==> config.mk <==
export PLATFORM = sky130hd
export DESIGN_NAME = max_pool_stream
export DESIGN_NICKNAME = d
export VERILOG_FILES = /design/src/rtl/max_pool_stream.sv
export SDC_FILE = /design/constraint.sdc
export NUM_CORES = 1
export LEC_CHECK = 0
export CORE_MARGIN = 3
export CORE_UTILIZATION = 58
export CTS_CLUSTER_DIAMETER = 200
export DETAILED_ROUTE_END_ITERATION = 6
export GPL_ROUTABILITY_DRIVEN = 0
export PLACE_DENSITY = 0.87
export REMOVE_ABC_BUFFERS = 1
export SLEW_MARGIN = 20
export SYNTH_ARGS = -nofsm -noshare
export SYNTH_HDL_FRONTEND = slang
export SYNTH_SLANG_ARGS = --single-unit
==> constraint.sdc <==
create_clock -name clk -period 31.1 [get_ports clk]
set_clock_uncertainty 0.05 [all_clocks]
set_input_delay 3.11 -clock clk [delete_from_list [all_inputs] [get_ports clk]]
set_output_delay 3.11 -clock clk [all_outputs]
set_load 0.02 [all_outputs]
==> src/rtl/max_pool_stream.sv <==
// -----------------------------------------------------------------------------
// max_pool_stream
//
// Streaming max-pool reducer for the SPPF path. A KxK window of FP16 elements
// arrives as a sequence of LANES-wide beats. Each beat is reduced across its
// lanes, and the result is folded into a running accumulator. One maximum is
// emitted per window through a single registered output slot.
//
// Ports
//   clk        : clock, rising edge
//   rst        : asynchronous active-high reset
//   cfg_k      : kernel side for the next window, sampled on its first beat
//   flush      : synchronous discard of a partially accumulated window
//   in_data    : LANES packed FP16 elements, lane 0 in the low bits (earliest)
//   in_valid   : input beat valid
//   in_ready   : input beat accepted when in_valid & in_ready
//   out_data   : window maximum (16'h7E00 if any counted element was NaN)
//   out_valid  : result valid, held until accepted
//   out_ready  : result consumed when out_valid & out_ready
//   busy       : high while a window is partially accumulated
// -----------------------------------------------------------------------------
module max_pool_stream #(
   parameter int DATA_WIDTH = 16,
   parameter int LANES      = 9,
   parameter int MAX_K      = 13,
   parameter int CNT_W      = 8
) (
   input  logic                        clk,
   input  logic                        rst,
   input  logic [3:0]                  cfg_k,
   input  logic                        flush,
   input  logic [DATA_WIDTH*LANES-1:0] in_data,
   input  logic                        in_valid,
   output logic                        in_ready,
   output logic [DATA_WIDTH-1:0]       out_data,
   output logic                        out_valid,
   input  logic                        out_ready,
   output logic                        busy
);

   typedef enum logic [0:0] {
      S_IDLE  = 1'b0,
      S_ACCUM = 1'b1
   } state_t;

   localparam logic [3:0]            MAX_K4  = 4'(MAX_K);
   localparam logic [DATA_WIDTH-1:0] QNAN    = 16'h7E00;
   localparam logic [DATA_WIDTH-1:0] KEY_MIN = '0;

   // Monotonic ordering key: the unsigned order of keys matches the numeric
   // order of non-NaN FP16 values, with -0 sorting just below +0.
   function automatic logic [DATA_WIDTH-1:0] to_key(input logic [DATA_WIDTH-1:0] x);
      return x[15] ? ~x : (x ^ 16'h8000);
   endfunction

   function automatic logic [DATA_WIDTH-1:0] from_key(input logic [DATA_WIDTH-1:0] k);
      return k[15] ? (k ^ 16'h8000) : ~k;
   endfunction

   function automatic logic is_nan(input logic [DATA_WIDTH-1:0] x);
      return (x[14:10] == 5'h1F) && (x[9:0] != 10'd0);
   endfunction

   // Registered state
   state_t                  state_q,    state_d;
   logic [DATA_WIDTH-1:0]   acc_q,      acc_d;       // running max, key domain
   logic                    nan_q,      nan_d;
   logic [CNT_W-1:0]        beat_cnt_q, beat_cnt_d;
   logic [CNT_W-1:0]        beats_q,    beats_d;
   logic [CNT_W-1:0]        rem_q,      rem_d;
   logic [DATA_WIDTH-1:0]   out_data_q, out_data_d;
   logic                    out_valid_q, out_valid_d;

   // Combinational helpers
   logic [3:0]              keff;
   logic [CNT_W-1:0]        keff_w;
   logic [CNT_W-1:0]        n_cur;
   logic [CNT_W-1:0]        beats_cur;
   logic [CNT_W-1:0]        rem_cur;
   logic                    is_first;
   logic                    is_last;
   logic [CNT_W-1:0]        cur_rem;
   logic [DATA_WIDTH-1:0]   lane_val;
   logic [DATA_WIDTH-1:0]   lane_key;
   logic [DATA_WIDTH-1:0]   beat_key;
   logic                    beat_nan;
   logic [DATA_WIDTH-1:0]   merged_key;
   logic                    merged_nan;
   logic                    accept;

   assign in_ready  = ~out_valid_q | out_ready;
   assign accept    = in_valid & in_ready;
   assign out_data  = out_data_q;
   assign out_valid = out_valid_q;
   assign busy      = (state_q == S_ACCUM);

   // Window geometry from the live cfg_k; only used (and latched) on a
   // window's first beat, so later cfg_k changes have no effect.
   always_comb begin
      keff = cfg_k;
      if (cfg_k == 4'd0) begin
         keff = 4'd1;
      end else if (cfg_k > MAX_K4) begin
         keff = MAX_K4;
      end
      keff_w    = CNT_W'(keff);
      n_cur     = keff_w * keff_w;
      beats_cur = (n_cur + CNT_W'(LANES - 1)) / CNT_W'(LANES);
      rem_cur   = n_cur - (beats_cur - 1'b1) * CNT_W'(LANES);
   end

   // Per-beat lane reduction. Only the final beat of a window can carry
   // padding lanes; those are masked so they cannot win or raise NaN.
   always_comb begin
      is_first = (state_q == S_IDLE);
      cur_rem  = is_first ? rem_cur : rem_q;
      is_last  = is_first ? (beats_cur == CNT_W'(1))
                          : (beat_cnt_q == (beats_q - 1'b1));
      beat_key = KEY_MIN;
      beat_nan = 1'b0;
      lane_val = '0;
      lane_key = '0;
      for (int i = 0; i < LANES; i++) begin
         lane_val = in_data[DATA_WIDTH*i +: DATA_WIDTH];
         lane_key = to_key(lane_val);
         if (!is_last || (CNT_W'(i) < cur_rem)) begin
            if (is_nan(lane_val)) begin
               beat_nan = 1'b1;
            end
            if (lane_key > beat_key) begin
               beat_key = lane_key;
            end
         end
      end
      // acc_q sits at the minimum key in IDLE, so the merge is a no-op there.
      merged_key = (acc_q > beat_key) ? acc_q : beat_key;
      merged_nan = nan_q | beat_nan;
   end

   // Next-state logic
   always_comb begin
      state_d     = state_q;
      acc_d       = acc_q;
      nan_d       = nan_q;
      beat_cnt_d  = beat_cnt_q;
      beats_d     = beats_q;
      rem_d       = rem_q;
      out_data_d  = out_data_q;
      out_valid_d = out_valid_q;

      if (out_valid_q && out_ready) begin
         out_valid_d = 1'b0;
      end

      if (flush) begin
         // Any beat offered this cycle is dropped; a pending result survives.
         state_d    = S_IDLE;
         acc_d      = KEY_MIN;
         nan_d      = 1'b0;
         beat_cnt_d = '0;
      end else if (accept) begin
         if (is_last) begin
            // Same-cycle pop and load is legal: the load overrides the clear.
            out_data_d  = merged_nan ? QNAN : from_key(merged_key);
            out_valid_d = 1'b1;
            state_d     = S_IDLE;
            acc_d       = KEY_MIN;
            nan_d       = 1'b0;
            beat_cnt_d  = '0;
         end else begin
            state_d    = S_ACCUM;
            acc_d      = merged_key;
            nan_d      = merged_nan;
            beat_cnt_d = beat_cnt_q + 1'b1;
            if (is_first) begin
               beats_d = beats_cur;
               rem_d   = rem_cur;
            end
         end
      end
   end

   always_ff @(posedge clk or posedge rst) begin
      if (rst) begin
         state_q     <= S_IDLE;
         acc_q       <= KEY_MIN;
         nan_q       <= 1'b0;
         beat_cnt_q  <= '0;
         beats_q     <= '0;
         rem_q       <= '0;
         out_data_q  <= '0;
         out_valid_q <= 1'b0;
      end else begin
         state_q     <= state_d;
         acc_q       <= acc_d;
         nan_q       <= nan_d;
         beat_cnt_q  <= beat_cnt_d;
         beats_q     <= beats_d;
         rem_q       <= rem_d;
         out_data_q  <= out_data_d;
         out_valid_q <= out_valid_d;
      end
   end

endmodule
==> key figures, run 1 <==
Clocking
  – Post-CTS Hold Buffers: 0
  – H-tree depth: 2
  – Num CTS Buffers: 5
  – Max Root-Sink Buffers: 2
  – Root Driver: clkbuf_16
  – Sink Count: 56

Synth
  – Gate Count Post-Synth: 1676
  – Asr flop ratio synth: 1.00
  – Post-Syn Area per Cell: 7.42 um2
  – Post-synth top cells: ha_1, nand2_1, nor2_1, xor2_1, o21ai_0
  – Cell taking the most area after synthesis: ha_1
  – Sequential share of the synthesized area: 0.113
  – Mapped cell area: 12400 um2
  – Share of the synthesized area in the top cell type: 0.167
  – Seq cells post-synth: 56
  – Post-synth top flop: dfrtp_1
  – Yosys warns: 0
  – Post-synth EDFFs: 0
  – Synth cell types: 91
  – Most numerous cell in the Yosys netlist: ha_1
  – Area contributors post-synth: ha_1, dfrtp_1, xor2_1

Global routing
  – Largest net degree at the start of global routing: 57
  – GRT Resource Usage Total: 0.721
  – Vias in the first global route: 22500
  – First-pass GRT wire length: 132000 um
  – Remaining global-route overflow: 1

Status
  – Failing step: global routing
  – Status: stopped before the end
  – Error: [ERROR GRT-0116] Global routing finished with congestion. Check the congestion regions in the DRC Viewer.

Floorplanning
  – Num rows: 52
  – I/O pin total: 172
  – Die Wd: 152 um
  – Die H: 152 um
  – Initial Util: 0.603

Place
  – Post-DP HPWL: 38900 um
  – I/O Buffers: 171
-- layer usage --
metal	overflow	global-route usage
met4	1	0.727
met5	0	0.298
met2	0	0.897
met1	0	0.699
met3	0	0.575
-- cell families after synthesis --
group	Yosys count	share of synthesized area
AOI/OAI and AO/OA	462	0.251
xor gates and xnor gates	178	0.130
adders and majority gates	171	0.175
buffers and inverters	177	0.0557
DFF	56	0.113
muxes	41	0.0349
and+or+nand+nor	591	0.241
-- per-stage QoR --
step | cell area, um2 | worst slack, ps | utilization | hold slack, ps | std cells
after floorplan | 12100 | -7410 | - | 396 | 1596
after global placement | 17000 | -1040 | 0.823 | 415 | 2409
after detailed placement | 17000 | -3970 | 0.823 | 424 | 2409
after CTS | 19300 | -682 | 0.937 | 444 | 2532
-- what timing repair did --
item / in CTS
endpoints found under the setup margin: 32
cloned: 7
resized for setup: 321
setup buffers: 108
pin swaps: 155
==> inputs of run 2 (changes only) <==
Settings changed: CORE_UTILIZATION 58 to 40, CTS_CLUSTER_DIAMETER 200 to unset, PLACE_DENSITY 0.87 to unset, PLACE_DENSITY_LB_ADDON set to 0.15.
==> key figures, run 2 <==
STA
  – Post-route minimum period: 31870 ps
  – Fmax achieved: 0.0314 GHz
  – Setup TNS: -17390 ps
  – Max_slew headroom: 0.306
  – Crit share post-route: 1.02
  – Max Transition Viols Final: 0
  – Unrepaired setup endpoints after global routing: true
  – Final setup fails: 32
  – Hold Fails Final Rpt: 0
  – Slew @ Worst Pin: 1040 ps
  – Worst Slack Setup Final: -771 ps

Synth
  – Post-synth top flop: dfrtp_1 (unchanged)
  – Largest family of logic cells by synthesized area: compound AO/OA/AOI/OAI gates (unchanged)
  – Seq cells post-synth: 56 (unchanged)
  – Most numerous cell in the Yosys netlist: ha_1 (unchanged)
  – Sequential share of the synthesized area: 0.113 (unchanged)
  – Post-synth EDFFs: 0 (unchanged)
  – Post-synth top cells: ha_1, nand2_1, nor2_1, xor2_1, o21ai_0 (unchanged)
  – Share of the synthesized area in the top cell type: 0.167 (unchanged)
  – Cell taking the most area after synthesis: ha_1 (unchanged)
  – Simple-gate portion of the synthesized area: 0.241 (unchanged)
  – Gate Count Post-Synth: 1676 (unchanged)
  – Mux share of post-synthesis cell area: 0.0349 (unchanged)
  – Synth Area in XOR/XNOR: 0.130 (unchanged)
  – Synth cell types: 91 (unchanged)
  – Post-Syn Area per Cell: 7.42 um2 (unchanged)
  – Asr flop ratio synth: 1.00 (unchanged)
  – Mapped cell area: 12400 um2 (unchanged)
  – Synth Area in Adders: 0.175 (unchanged)
  – Compound-Gate Fraction of Synth Area: 0.251 (unchanged)
  – Yosys warns: 0 (unchanged)
  – Area contributors post-synth: ha_1, dfrtp_1, xor2_1 (unchanged)

Clocking
  – H-tree depth: 2 (unchanged)
  – Sink Count: 56 (unchanged)
  – Max Root-Sink Buffers: 2 (unchanged)
  – Clock transition at path regs: 80 ps
  – Clock Latency Late Sink: 300 ps
  – Root Driver: clkbuf_16 (unchanged)
  – CTS tree: yes
  – Num CTS Buffers: 5 (unchanged)

Routing
  – Remaining DRCs: 0
  – Drt total wl: 45900 um
  – DR vias: 14700
  – Post-route ant nets: 0
  – Via density per instance: 5.50
  – DR iter-0 viols: 907
  – Routed len/inst: 17.2 um
  – DR pass1 iterations: 5

Status
  – Status: finished with violations (was stopped before the end)
  – Failing checks: setup timing

Finish
  – Antenna cells: 0
  – Layout cells sized above 1: 0.324
  – Most frequent cells in the layout: buf_4, clkdlybuf4s50_1, ha_1
  – Most common cell after layout, fill and taps aside: buf_4
  – Storage cell area: 1400 um2
  – Final #Nets: 2609
  – Fill count: 2564
  – Area of the multi-input gates: 11400 um2
  – Post-layout util: 0.649
  – Area growth syn-to-layout: 57.1%
  – Finished Layout Cells: 2676

Place
  – Placed Cells: 2532 (was 2409)
  – I/O Buffers: 171 (unchanged)
  – Post-DP HPWL: 35700 um (was 38900 um)

Global routing
  – First-pass GRT wire length: 70500 um
  – Initial antenna violation count: 0
  – Largest net degree at the start of global routing: 57
  – Remaining global-route overflow: 0
  – Vias in the first global route: 14300
  – GRT Resource Usage Total: 0.254

Critical path
  – CP max stage delay: 610 ps
  – CP required: 31230 ps
  – RR Endpoint: out_data[3]$_DFFE_PP0P_
  – Flop-to-flop setup slack: 7920 ps
  – Critical Path Start: cfg_k[1]
  – Reg2Reg Depth: 145
  – CP Launch Type: primary input
  – Crit path max fanout: 8
  – Worst r2r src: beats_q[0]$_DFFE_PP0P_
  – Crit path kind: primary input to flip-flop
  – Critical Path End Type: flip-flop
  – Worst path slowest cell: fa_2
  – Arrival @ worst endpoint: 32000 ps

Floorplanning
  – Core area: 30100 um2
  – Die H: 182 um (was 152 um)
  – I/O pin total: 172 (unchanged)
  – Num rows: 63 (was 52)
  – Die ar.: 33200 um2
  – Die Wd: 182 um (was 152 um)
  – Initial Util: 0.413 (was 0.603)

Worst hold path
  – Hold EP: rem_q[0]$_DFFE_PP0P_
  – Worst hold path type: flip-flop to flip-flop
  – HP Start: rem_q[0]$_DFFE_PP0P_
  – Hold path cells: 2

Run
  – # Max-Cap Violations: 0
==> run 2: cell counts after synthesis <==
Identical to the previous run, type by type.
==> run 2: metal layers <==
metal / vias to the layer above / global-route usage / routed length (um)
li1: 7289 / - / -
met1: 6897 / 0.343 / 20500
met2: 440 / 0.429 / 21700
met3: 90 / 0.0257 / 2300
met4: 0 / 0.0734 / 1390
met5: - / 0 / 0
==> run 2: what timing repair did <==
action,CTS,global route
endpoints found under the setup margin,32,32
cloned,4,1
hold buffers,0,0
gates resized for setup,167,128
buffers inserted,83,52
pin swaps,77,144
==> run 2: area by class of cell <==
| class | instances | area share |
|---|---|---|
| multi-input combinational | 1443 | 0.584 |
| sequential | 56 | 0.0717 |
| inverter | 97 | 0.0188 |
| clock inverter | 3 | 0.00109 |
| clock buffer | 5 | 0.00640 |
| timing repair buffer | 682 | 0.293 |
| tap | 390 | 0.0250 |
==> run 2: how the worst max path moves through the flow <==
stage	to	slack, ps	cells past startpoint
after floorplan	out_data[1]$_DFFE_PP0P_	-7410	169
after global placement	out_data[10]$_DFFE_PP0P_	-1670	183
after detailed placement	out_data[10]$_DFFE_PP0P_	-2840	186
after CTS	out_data[4]$_DFFE_PP0P_	-160	190
after global routing	out_data[10]$_DFFE_PP0P_	-2340	191
final	out_data[3]$_DFFE_PP0P_	-770	180
==> run 2: kinds of logic (layout without fill, tap and decap cells) <==
logic type	count (synthesis)	in the layout
AOI/OAI and AO/OA	462	462
muxes	41	41
xor gates and xnor gates	178	178
adders and majority gates	171	171
DFF	56	56
buffers and inverters	177	787
and+or+nand+nor	591	591
==> run 2: worst max-delay path: cells and delay by family <==
family | cells | cell delay, ps
compound gates | 93 | 14880
buf+inv | 21 | 2520
xor+xnor | 2 | 500
mux | 3 | 580
fa+ha+maj | 18 | 4830
simple gates | 43 | 5570
==> run 2: through the flow <==
| step | instance area (um2) | hold WS (ps) | worst slack (ps) |
|---|---|---|---|
| floorplan | 12100 | 396 | -7410 |
| global placement | 17200 | 413 | -1670 |
| detailed placement | 17200 | 421 | -2840 |
| CTS | 18600 | 438 | -164 |
| global route | 19500 | 470 | -2340 |
| finish | 19500 | 438 | -771 |
Power of run 2 is not shown: default switching activity piles up to over one toggle a cycle in this logic, so the estimate is an artifact.
==> inputs of run 3 (changes only) <==
Settings changed: SLEW_MARGIN 20 to unset.
==> key figures, run 3 (same netlist as run 2, synthesis figures left out) <==
Global routing
  – Met3 Usage GRT: 0.0257 (unchanged)
  – GRT busiest layer: met2 (unchanged)
  – Met1 Track Usage GR: 0.343 (unchanged)
  – Vias in the first global route: 14300 (unchanged)
  – First-pass GRT wire length: 70500 um (unchanged)
  – GR Util met2: 0.429 (unchanged)
  – Largest net degree at the start of global routing: 57 (unchanged)
  – Remaining global-route overflow: 0 (unchanged)
  – Initial antenna violation count: 0 (unchanged)
  – GRT Resource Usage Total: 0.254 (unchanged)

STA
  – Fmax achieved: 0.0314 GHz (about the same)
  – Hold Fails Final Rpt: 0 (unchanged)
  – Worst Slack Setup Final: -767 ps (was -771 ps)
  – Unrepaired setup endpoints after global routing: true (unchanged)
  – Max_slew headroom: 0.192 (was 0.306)
  – Setup TNS: -16970 ps (was -17390 ps)
  – Slew @ Worst Pin: 1200 ps (was 1040 ps)
  – Crit share post-route: 1.02 (about the same)
  – Post-route minimum period: 31870 ps (about the same)
  – Max Transition Viols Final: 0 (unchanged)
  – WHS: 438 ps (unchanged)
  – Final setup fails: 32 (unchanged)

Routing
  – Remaining DRCs: 0 (unchanged)
  – DR iter-0 viols: 909 (was 907)
  – DR pass1 iterations: 5 (unchanged)
  – Drt total wl: 45900 um (about the same)
  – Via density per instance: 5.50 (about the same)
  – Post-route ant nets: 0 (unchanged)
  – DR vias: 14700 (about the same)
  – Routed len/inst: 17.1 um (was 17.2 um)

Clocking
  – H-tree depth: 2 (unchanged)
  – Root Driver: clkbuf_16 (unchanged)
  – Num CTS Buffers: 5 (unchanged)
  – Max Root-Sink Buffers: 2 (unchanged)
  – Sink Count: 56 (unchanged)
  – Clock transition at path regs: 80 ps (about the same)
  – CTS tree: yes (unchanged)
  – Post-CTS Hold Buffers: 0 (unchanged)
  – Clock Latency Late Sink: 300 ps (about the same)

Critical path
  – CP Launch Type: primary input (unchanged)
  – Critical Path End Type: flip-flop (unchanged)
  – Worst r2r src: beats_q[0]$_DFFE_PP0P_ (unchanged)
  – CP required: 31230 ps (about the same)
  – Crit path kind: primary input to flip-flop (unchanged)
  – Crit path max fanout: 8 (unchanged)
  – Worst path slowest cell: fa_2 (unchanged)
  – Reg2Reg Depth: 145 (unchanged)
  – Arrival @ worst endpoint: 31990 ps (was 32000 ps)
  – CP max stage delay: 610 ps (about the same)
  – Flop-to-flop setup slack: 7930 ps (was 7920 ps)
  – RR Endpoint: out_data[3]$_DFFE_PP0P_ (unchanged)

Finish
  – Most common cell after layout, fill and taps aside: buf_4 (unchanged)
  – Area growth syn-to-layout: 57.1% (unchanged)
  – Fill count: 2564 (unchanged)
  – Final #Nets: 2609 (unchanged)
  – Most frequent cells in the layout: buf_4, clkdlybuf4s50_1, ha_1 (unchanged)
  – Layout cells sized above 1: 0.324 (unchanged)
  – Post-layout util: 0.649 (unchanged)
  – Antenna cells: 0 (unchanged)
  – Post-route cell area: 19500 um2 (unchanged)

Status
  – Status: finished with violations (unchanged)
  – Failing checks: setup timing (unchanged)

Floorplanning
  – Initial Util: 0.413 (unchanged)
  – Die ar.: 33200 um2 (unchanged)
  – I/O pin total: 172 (unchanged)
  – Die Wd: 182 um (unchanged)
  – Core area: 30100 um2 (unchanged)
  – Num rows: 63 (unchanged)
  – Die H: 182 um (unchanged)

Worst hold path
  – Hold EP: rem_q[0]$_DFFE_PP0P_ (unchanged)
  – Worst hold path type: flip-flop to flip-flop (unchanged)
  – Hold path cells: 2 (unchanged)
  – HP Start: rem_q[0]$_DFFE_PP0P_ (unchanged)

Place
  – I/O Buffers: 171 (unchanged)
  – Post-DP HPWL: 35700 um (unchanged)
  – Total placed instance area: 17200 um2 (unchanged)

Run
  – # Max-Cap Violations: 0 (unchanged)
==> run 3: cell counts in the layout (fill, tap and decap cells not counted) <==
Identical to the previous run, type by type.
==> run 3: stage by stage <==
stage               setup WS [ps]  cells
floorplan                   -7410   1596
global placement            -1670   2532
detailed placement          -2840   2532
CTS                          -164   2627
global route                -2340   2676
finish                       -767   2676
==> run 3: cell type report <==
cell class,count,area (um2),area share
well taps,390,488,0.0250
clock inverters,3,21.3,0.00109
multi-input cells,1443,11400,0.584
inverters,97,367,0.0188
repair buffers,682,5720,0.293
flip-flops and latches,56,1400,0.0717
clock buffers,5,125,0.00640
==> run 3: worst max-delay path: cells and delay by family <==
| kind | cells | cell delay (ps) |
|---|---|---|
| adders and majority gates | 18 | 4830 |
| xor gates and xnor gates | 2 | 500 |
| AOI/OAI and AO/OA | 93 | 14880 |
| muxes | 3 | 580 |
| and+or+nand+nor | 43 | 5570 |
| buffers and inverters | 21 | 2520 |
==> run 3: metal layers <==
metal,part of all wire,routed length [um],vias to the layer above
met5,0,0,-
met4,0.031,1420,0
met3,0.050,2310,93
met2,0.47,21700,448
met1,0.45,20500,6879
li1,-,-,7291
==> run 3: repair_timing <==
action	CTS	global route
gates resized for setup	167	128
cloned	4	1
pin swaps	77	144
endpoints found under the setup margin	32	32
setup buffers	83	52
==> run 3: worst max-delay path by stage <==
stage / slack, ps / end / startpoint
after global routing: -2340 / out_data[10]$_DFFE_PP0P_ / cfg_k[3]
after CTS: -160 / out_data[4]$_DFFE_PP0P_ / cfg_k[0]
final: -770 / out_data[3]$_DFFE_PP0P_ / cfg_k[1]
after detailed placement: -2840 / out_data[10]$_DFFE_PP0P_ / cfg_k[2]
after floorplan: -7410 / out_data[1]$_DFFE_PP0P_ / cfg_k[1]
after global placement: -1670 / out_data[10]$_DFFE_PP0P_ / cfg_k[2]
Power of run 3 is left out for the same reason.
